===== config.mk =====
export PLATFORM = sky130hd
export DESIGN_NAME = router_input_buffer_flat
export DESIGN_NICKNAME = d
export VERILOG_FILES = /design/src/rtl/router_input_buffer_if.sv /design/src/rtl/router_input_buffer.sv /design/src/flat_wrapper.sv
export SDC_FILE = /design/constraint.sdc
export NUM_CORES = 1
export LEC_CHECK = 0
export CAP_MARGIN = 20
export CORE_UTILIZATION = 46
export CTS_CLUSTER_SIZE = 14
export DETAILED_ROUTE_END_ITERATION = 7
export HOLD_SLACK_MARGIN = 0.05
export PLACE_DENSITY = 0.75
export SETUP_SLACK_MARGIN = 0.02
export SKIP_LAST_GASP = 1
export SYNTH_ARGS = -nofsm -noshare
export SYNTH_HDL_FRONTEND = slang
export SYNTH_SLANG_ARGS = --single-unit

===== constraint.sdc =====
create_clock -name clk -period 2.5 [get_ports clk]
set_clock_uncertainty 0.15 [all_clocks]
set_input_delay 0.5 -clock clk [delete_from_list [all_inputs] [get_ports clk]]
set_output_delay 0.5 -clock clk [all_outputs]
set_load 0.02 [all_outputs]

===== src/rtl/router_input_buffer_if.sv =====
// Flit-side bundle of the router input buffer: upstream push, route lookup and switch handshake.
// master = upstream/switch side driving the buffer, slave = the buffer itself.
interface router_input_buffer_if #(
   parameter int FLIT_WIDTH = 37
);
   logic [FLIT_WIDTH-1:0] flit_req_i;
   logic                  flit_valid_i;
   logic                  flit_ready_o;
   logic [FLIT_WIDTH-1:0] head_flit_o;
   logic [4:0]            router_port_i;
   logic [FLIT_WIDTH-1:0] flit_o;
   logic                  flit_valid_o;
   logic                  flit_ready_i;
   logic [4:0]            route_req_o;
   logic                  err_o;

   modport master (
      output flit_req_i, flit_valid_i, router_port_i, flit_ready_i,
      input  flit_ready_o, head_flit_o, flit_o, flit_valid_o, route_req_o, err_o
   );

   modport slave (
      input  flit_req_i, flit_valid_i, router_port_i, flit_ready_i,
      output flit_ready_o, head_flit_o, flit_o, flit_valid_o, route_req_o, err_o
   );
endinterface


===== src/rtl/router_input_buffer.sv =====
// Wormhole router input buffer: flit FIFO plus IDLE/LOCKED route-lock FSM.
// Optional macro ROUTE_ONEHOT_CHECK_EN: reject heads whose looked-up port is not one-hot (sticky err_o).
module router_input_buffer #(
   parameter int FLIT_WIDTH = 37,
   parameter int FIFO_DEPTH = 4
) (
   input logic                  clk,
   input logic                  arst,
   router_input_buffer_if.slave bus
);
   localparam int AW = $clog2(FIFO_DEPTH);
   localparam logic [AW:0] PTR_ONE = (AW + 1)'(1);

   localparam logic [1:0] T_HEAD      = 2'b01;
   localparam logic [1:0] T_TAIL      = 2'b10;
   localparam logic [1:0] T_HEAD_TAIL = 2'b11;

   typedef enum logic {S_IDLE, S_LOCKED} state_t;

   state_t                state, state_nxt;
   logic [FLIT_WIDTH-1:0] mem [FIFO_DEPTH];
   logic [AW:0]           wr_ptr, rd_ptr;
   logic [4:0]            route_lock;
   logic                  empty, full, push, pop, lock_en, out_fire;
   logic [1:0]            head_type;
   logic                  is_head, is_last;

   // Extra pointer bit separates full from empty when the index bits match.
   assign empty = (wr_ptr == rd_ptr);
   assign full  = (wr_ptr[AW] != rd_ptr[AW]) && (wr_ptr[AW-1:0] == rd_ptr[AW-1:0]);
   assign push  = bus.flit_valid_i & ~full & ~arst;

   assign bus.head_flit_o  = mem[rd_ptr[AW-1:0]];
   assign bus.flit_o       = mem[rd_ptr[AW-1:0]];
   assign bus.flit_ready_o = arst | ~full;
   assign bus.flit_valid_o = ~arst & (state == S_LOCKED) & ~empty;
   assign bus.route_req_o  = (~arst && state == S_LOCKED) ? route_lock : 5'd0;

   assign head_type = mem[rd_ptr[AW-1:0]][FLIT_WIDTH-1 -: 2];
   assign is_head   = (head_type == T_HEAD) || (head_type == T_HEAD_TAIL);
   assign is_last   = (head_type == T_TAIL) || (head_type == T_HEAD_TAIL);
   assign out_fire  = bus.flit_valid_o & bus.flit_ready_i;

`ifdef ROUTE_ONEHOT_CHECK_EN
   logic err_set, err_q;

   function automatic logic is_onehot(input logic [4:0] p);
      return (p != 5'd0) && ((p & (p - 5'd1)) == 5'd0);
   endfunction
`endif

   always_comb begin
      state_nxt = state;
      pop       = 1'b0;
      lock_en   = 1'b0;
`ifdef ROUTE_ONEHOT_CHECK_EN
      err_set   = 1'b0;
`endif
      unique case (state)
         S_IDLE: begin
            if (!empty) begin
               if (is_head) begin
`ifdef ROUTE_ONEHOT_CHECK_EN
                  if (!is_onehot(bus.router_port_i)) begin
                     err_set = 1'b1;
                     pop     = 1'b1;
                  end else
`endif
                  begin
                     lock_en   = 1'b1;
                     state_nxt = S_LOCKED;
                  end
               end else begin
                  // Orphan body/tail with no route: drop it.
                  pop = 1'b1;
               end
            end
         end
         S_LOCKED: begin
            if (out_fire) begin
               pop = 1'b1;
               if (is_last) state_nxt = S_IDLE;
            end
         end
         default: state_nxt = S_IDLE;
      endcase
   end

   always_ff @(posedge clk) begin
      if (arst) begin
         state      <= S_IDLE;
         wr_ptr     <= '0;
         rd_ptr     <= '0;
         route_lock <= '0;
      end else begin
         state <= state_nxt;
         if (push)    wr_ptr     <= wr_ptr + PTR_ONE;
         if (pop)     rd_ptr     <= rd_ptr + PTR_ONE;
         if (lock_en) route_lock <= bus.router_port_i;
      end
   end

   // Storage carries data only and is never reset.
   always_ff @(posedge clk) begin
      if (push) mem[wr_ptr[AW-1:0]] <= bus.flit_req_i;
   end

`ifdef ROUTE_ONEHOT_CHECK_EN
   always_ff @(posedge clk) begin
      if (arst)         err_q <= 1'b0;
      else if (err_set) err_q <= 1'b1;
   end

   assign bus.err_o = err_q & ~arst;
`else
   assign bus.err_o = 1'b0;
`endif
endmodule


===== src/flat_wrapper.sv =====
// flat-port wrapper written by rule: the top's interface ports become plain ports
module router_input_buffer_flat 
#(
   parameter int FLIT_WIDTH = 37,
   parameter int FIFO_DEPTH = 4
)
  (clk, arst, bus_flit_req_i, bus_flit_valid_i, bus_router_port_i, bus_flit_ready_i, bus_flit_ready_o, bus_head_flit_o, bus_flit_o, bus_flit_valid_o, bus_route_req_o, bus_err_o);
  router_input_buffer_if #(.FLIT_WIDTH(FLIT_WIDTH)) bus_i ();
  input logic clk;
  input logic arst;
  input wire logic [$bits(bus_i.flit_req_i)-1:0] bus_flit_req_i;
  input wire logic [$bits(bus_i.flit_valid_i)-1:0] bus_flit_valid_i;
  input wire logic [$bits(bus_i.router_port_i)-1:0] bus_router_port_i;
  input wire logic [$bits(bus_i.flit_ready_i)-1:0] bus_flit_ready_i;
  output wire logic [$bits(bus_i.flit_ready_o)-1:0] bus_flit_ready_o;
  output wire logic [$bits(bus_i.head_flit_o)-1:0] bus_head_flit_o;
  output wire logic [$bits(bus_i.flit_o)-1:0] bus_flit_o;
  output wire logic [$bits(bus_i.flit_valid_o)-1:0] bus_flit_valid_o;
  output wire logic [$bits(bus_i.route_req_o)-1:0] bus_route_req_o;
  output wire logic [$bits(bus_i.err_o)-1:0] bus_err_o;
  assign bus_i.flit_req_i = bus_flit_req_i;
  assign bus_i.flit_valid_i = bus_flit_valid_i;
  assign bus_i.router_port_i = bus_router_port_i;
  assign bus_i.flit_ready_i = bus_flit_ready_i;
  assign bus_flit_ready_o = bus_i.flit_ready_o;
  assign bus_head_flit_o = bus_i.head_flit_o;
  assign bus_flit_o = bus_i.flit_o;
  assign bus_flit_valid_o = bus_i.flit_valid_o;
  assign bus_route_req_o = bus_i.route_req_o;
  assign bus_err_o = bus_i.err_o;
  router_input_buffer #(.FLIT_WIDTH(FLIT_WIDTH), .FIFO_DEPTH(FIFO_DEPTH)) u_core (.clk(clk), .arst(arst), .bus(bus_i));
endmodule

### Word-level counts from Yosys, hierarchy flattened

Memory sizes are Yosys's and may differ from the RTL's. A register that Yosys moved wholly into a read port is not among the register bits.
Index checks and enable logic that the tools add are counted.

| operators by class | value |
|---|---|
| $add $sub $neg | 2 |
| $mul | 0 |
| divide/modulo/power cells | 0 |
| order comparisons | 0 |
| equality and inequality tests | 6 |
| shift-type cells | 0 |
| multiplexer cells | 15 |
| bitwise gates (word level) | 10 |
| reductions and logical operators | 4 |

Operators with widths:

| operator | number |
|---|---|
| $mux 1 | 10 |
| $add 3x1->3 const B | 2 |
| $and 1x1->1 | 5 |
| $mux 5 | 1 |
| $eq 2x2->1 const B | 2 |
| $mux 2 | 2 |
| $not 1->1 | 4 |
| $pmux 1 s2 | 2 |
| $eq 3x3->1 | 1 |
| $eq 2x1->1 const B | 1 |
| $eq 2x2->1 | 1 |
| $logic_and 1x1->1 | 2 |
| $logic_or 1x1->1 | 2 |
| $ne 1x1->1 | 1 |
| $or 1x1->1 | 1 |

| word-level totals | value |
|---|---|
| flip-flop bits (word level) | 12 |
| latch bits | 0 |
| memory bits (writable) | 148 |
| memory bits (read-only) | 0 |
| input port bits | 46 |
| output and inout port bits | 82 |
| logic and storage cells | 42 |
| memories kept | 1 |

Memories:

| name | depth | width | read ports | clocked after Yosys merged registers in | wr ports | line | text |
|---|---|---|---|---|---|---|---|
| u_core.mem | 4 | 37 | 1 | 1 | 1 | router_input_buffer.sv:21 | `logic [FLIT_WIDTH-1:0] mem [FIFO_DEPTH];` |

### Longest topological paths before layout

| logic depth | value |
|---|---|
| depth after elaboration | 8 |
| mapped depth | 5 |

### Least setup slack after synthesis

OpenSTA, ideal clock, no wires.

| timing | value |
|---|---|
| path type | reg-to-reg |
| from | register u_core.wr_ptr[0] |
| to | memory u_core.mem[0][0], enable pin |
| library setup time | 398 ps |
| data arrival time | 1910 ps |
| required time | 1952 ps |
| setup slack | 42 ps |
| stages on the path, launching flop included | 5 |
| buffers on the path | 0 |
| path through | dfxtp_1 > xor2_2 > o31ai_2 > nor2_1 > and2_1 |

| on the way | value |
|---|---|
| longest elaborated chain between the ends | 7 |

RTL lines:

| what | line | text |
|---|---|---|
| start, declared | router_input_buffer.sv:22 | `logic [AW:0] wr_ptr, rd_ptr;` |
| start signal, assigned | router_input_buffer.sv:97 | `if (push) wr_ptr <= wr_ptr + PTR_ONE;` |
| $eq 2x2->1 | router_input_buffer.sv:30 | `assign full = (wr_ptr[AW] != rd_ptr[AW]) && (wr_ptr[AW-1:0] == rd_ptr[AW-1:0]);` |
| $logic_and 1x1->1 | router_input_buffer.sv:30 |  |
| $not 1->1 | router_input_buffer.sv:31 | `assign push = bus.flit_valid_i & ~full & ~arst;` |
| $and 1x1->1 (2 in series) | router_input_buffer.sv:31 |  |
| $mux 1 | router_input_buffer.sv:105 | `if (push) mem[wr_ptr[AW-1:0]] <= bus.flit_req_i;` |
| $mux 1 (not written as such) | router_input_buffer.sv:105 |  |
| end, declared | router_input_buffer.sv:21 |  |

Parallel ways exist; a longest one is shown, timed or not.

==> run_results.csv <==
group,metric,value,unit
detailed_routing,drtIter0Drc,217,
synth,avgSynthCellArea,20.5,sq um
power_and_ir_drop,vdd_drop_max,0.518,mV
clocking,clock_path_buffers,2,
floorplanning,coreArea,13500,sq um
global_routing,grt.overflow.total,0,
synth,synthTopCellsByArea,"edfxtp_1 (69%), mux4_2 (13%), buf_4 (5.0%), dfxtp_1 (4.3%), mux2i_1 (1.6%)",
worst_setup_path,reg2reg_from,"u_core.rd_ptr[1]",
final_layout,nets,484,
synth,ys_warn_count,0,
detailed_routing,wl_met2,5810,microns
worst_setup_path,cp.required,1.85,ns
detailed_routing,drt_wl_total,11400,microns
detailed_routing,drc,0,
clocking,h-tree-depth,4,
sta,hold_viol,0,
detailed_routing,vias,3164,
worst_setup_path,crit_arrival,1.82,ns
detailed_routing,wl_met1,4760,microns
sta,layout_worst_path_cycle_share,98.7,%
worst_setup_path,r2r_end,"u_core.mem[0][28]",
sta,rsz0062_at_grt,"yes",
floorplanning,die-area,14500,sq um
clocking,cts_num_sinks,162,
detailed_routing,avgViaCountPerCell,5.10,
synth,syn_nets,366,
floorplanning,dieHeight,120,microns
worst_setup_path,ff2ff_setup_slack,0.42,ns
floorplanning,rows,42,
clocking,clock_latency,0.42,ns
detailed_routing,wl_met3,719,microns
global_routing,grt_use_total,17.5,%
final_layout,syn_to_final_growth,29.0,%
detailed_routing,highest_layer,"met4",
run_status,status,"completed",
sta,setup_viol,0,
sta,setup_ws,0.0317,ns
detailed_routing,wl_per_cell,18.4,microns
sta,fin_crit,2.47,ns
floorplanning,start_util,48.0,%
synth,yosysMostFrequentCell,"edfxtp_1",
global_routing,antenna_found_initial,0,
detailed_routing,firstDrtPassIters,4,
synth,synth_ff_type,"edfxtp_1",
synth,async_flop_share,0,%
detailed_routing,antenna_left,0,
final_layout,fillers,995,
synth,ys_top_cells_by_count,"edfxtp_1 (148), buf_4 (43), mux4_2 (37)",
final_layout,multiInputGateArea,1410,sq um
sta,max_freq,405,MHz
final_layout,diodes,0,
worst_setup_path,worst_r2r_path_depth,6,
placement,gp_congestion,0.746,
synth,synth-edff-count,148,
floorplanning,die_w,120,microns
sta,holdWs,0.350,ns
synth,synth.yosys.seq_area_share,73.2,%
synth,synthDistinctLibCells,32,
global_routing,grt_pass1_wl,18200,microns
floorplanning,io_pins,128,
worst_setup_path,start_kind,"flop",
sta,tns,0,ns
worst_setup_path,endpoint_kind,"output port",
clocking,ctsHoldBuffers,0,
final_layout,regArea,4730,sq um
placement,io_buffers,126,
placement,place_hpwl,7360,microns
min_path,min_path_type,"flop to flop",
final_layout,drive_above_1_share,39.4,%
sta,final_max_slew_viol_count,0,
worst_setup_path,crit_end,"bus_flit_o[17]",
global_routing,grt_pass1_vias,3394,
flow_run,cap_violations,0,
synth,ys_ff_latch,162,
worst_setup_path,crit_type,"flop to output port",
worst_setup_path,path_max_fanout,12,
global_routing,grt_max_degree,32,
power_and_ir_drop,p_per_area,897,nW/um^2
clocking,tritoncts,"yes",
synth,synthCells,315,
synth,syn_area,6450,sq um
placement,pre_cts_slack,-0.172,ns
power_and_ir_drop,leakagePower,2.87,nW
clocking,cts_buffers,17,
clocking,cts_root_buf,"clkbuf_16",
clocking,clk_pin_slew_worst_paths,0.05,ns
synth,synth_top_area_share,68.9,%
synth,netlist.top_cell.by_area,"edfxtp_1",
worst min-delay path by stage:
stage	startpoint	end	slack, ns	depth (start not counted)
6_report	u_core.route_lock[4]	u_core.route_lock[4]	0.35	2
5_1_grt	u_core.route_lock[3]	u_core.route_lock[3]	0.39	2
4_1_cts	u_core.route_lock[4]	u_core.route_lock[4]	0.35	2
3_5_place_dp	u_core.route_lock[4]	u_core.route_lock[4]	0.34	2
3_3_place_gp	u_core.route_lock[0]	u_core.route_lock[0]	0.33	2
2_1_floorplan	u_core.route_lock[0]	u_core.route_lock[0]	0.30	2
state kept, by name, indices dropped and copies added, names as in the netlist, named ones only:
signal and cells:
u_core.mem 148, u_core.state 1, u_core.route_lock 5, u_core.wr_ptr 3, u_core.rd_ptr 3
worst max-delay path: stages, from the launching register on:
cell and delay (ns):
dfxtp_4 0.41, buf_12 0.18, mux4_2 0.54, clkdlybuf4s15_2 0.27
routing by layer:
metal  global-route usage (%)  vias up
li1                         -     1445
met1                     21.5     1601
met2                     28.7      106
met3                     6.51       12
met4                     5.71        0
met5                        0        -
what timing repair did:
action                                  in CTS  in global routing
buffers inserted                             2                  1
pin swaps                                    1                  1
gates cloned                                 1                  0
gates resized for setup                    266                 18
endpoints found under the setup margin      81                 55
area by class of cell:
type	count	area share, %
well taps	176	2.64
flip-flops and latches	162	56.8
clock buffers	21	5.29
multi-input cells	101	16.9
inverters	4	0.180
repair buffers	147	16.7
clock inverters	9	1.38
cell families (layout without fill, tap and decap cells):
family	count (synthesis)	count (layout)	synth area share [%]
xor gates and xnor gates	6	6	1.16
buffers and inverters	52	181	5.54
adders and majority gates	5	5	0.969
DFF	162	162	73.2
AOI/OAI and AO/OA	6	6	1.34
and+or+nand+nor	33	33	2.75
muxes	50	50	15.0
other	1	1	0.0581
power breakdown:
group	switching, mW	internal [mW]
registers	0.0736	3.09
logic	0.987	0.861
clock network	0.919	1.54
total	1.98	5.49
metrics by stage:
step | std cells | total power, mW | area (sq um) | utilization [%]
4_1_cts | 620 | 7.59 | 8420 | 62.6
3_3_place_gp | 587 | 5.21 | 7860 | 58.4
3_5_place_dp | 587 | 5.23 | 7860 | 58.4
5_1_grt | 620 | 7.75 | 8330 | 61.9
2_1_floorplan | 315 | 4.50 | 6450 | -
6_report | 620 | 7.47 | 8330 | 61.9
cells in the final DEF (no fill, tap or decap), types with 5 or more instances in the layout:
master           count
clkbuf_2             5
mux2i_1             10
buf_4               10
nor2_1              12
dlygate4sd2_1        5
clkbuf_16           17
mux4_2              37
edfxtp_1           148
buf_2               35
buf_12              11
dfxtp_1              8
clkdlybuf4s15_2     35
and2_1               5
clkdlybuf4s50_1     45
dfxtp_2              5
ha_1                 5
Note: power is estimated with default switching activity, not from simulation.
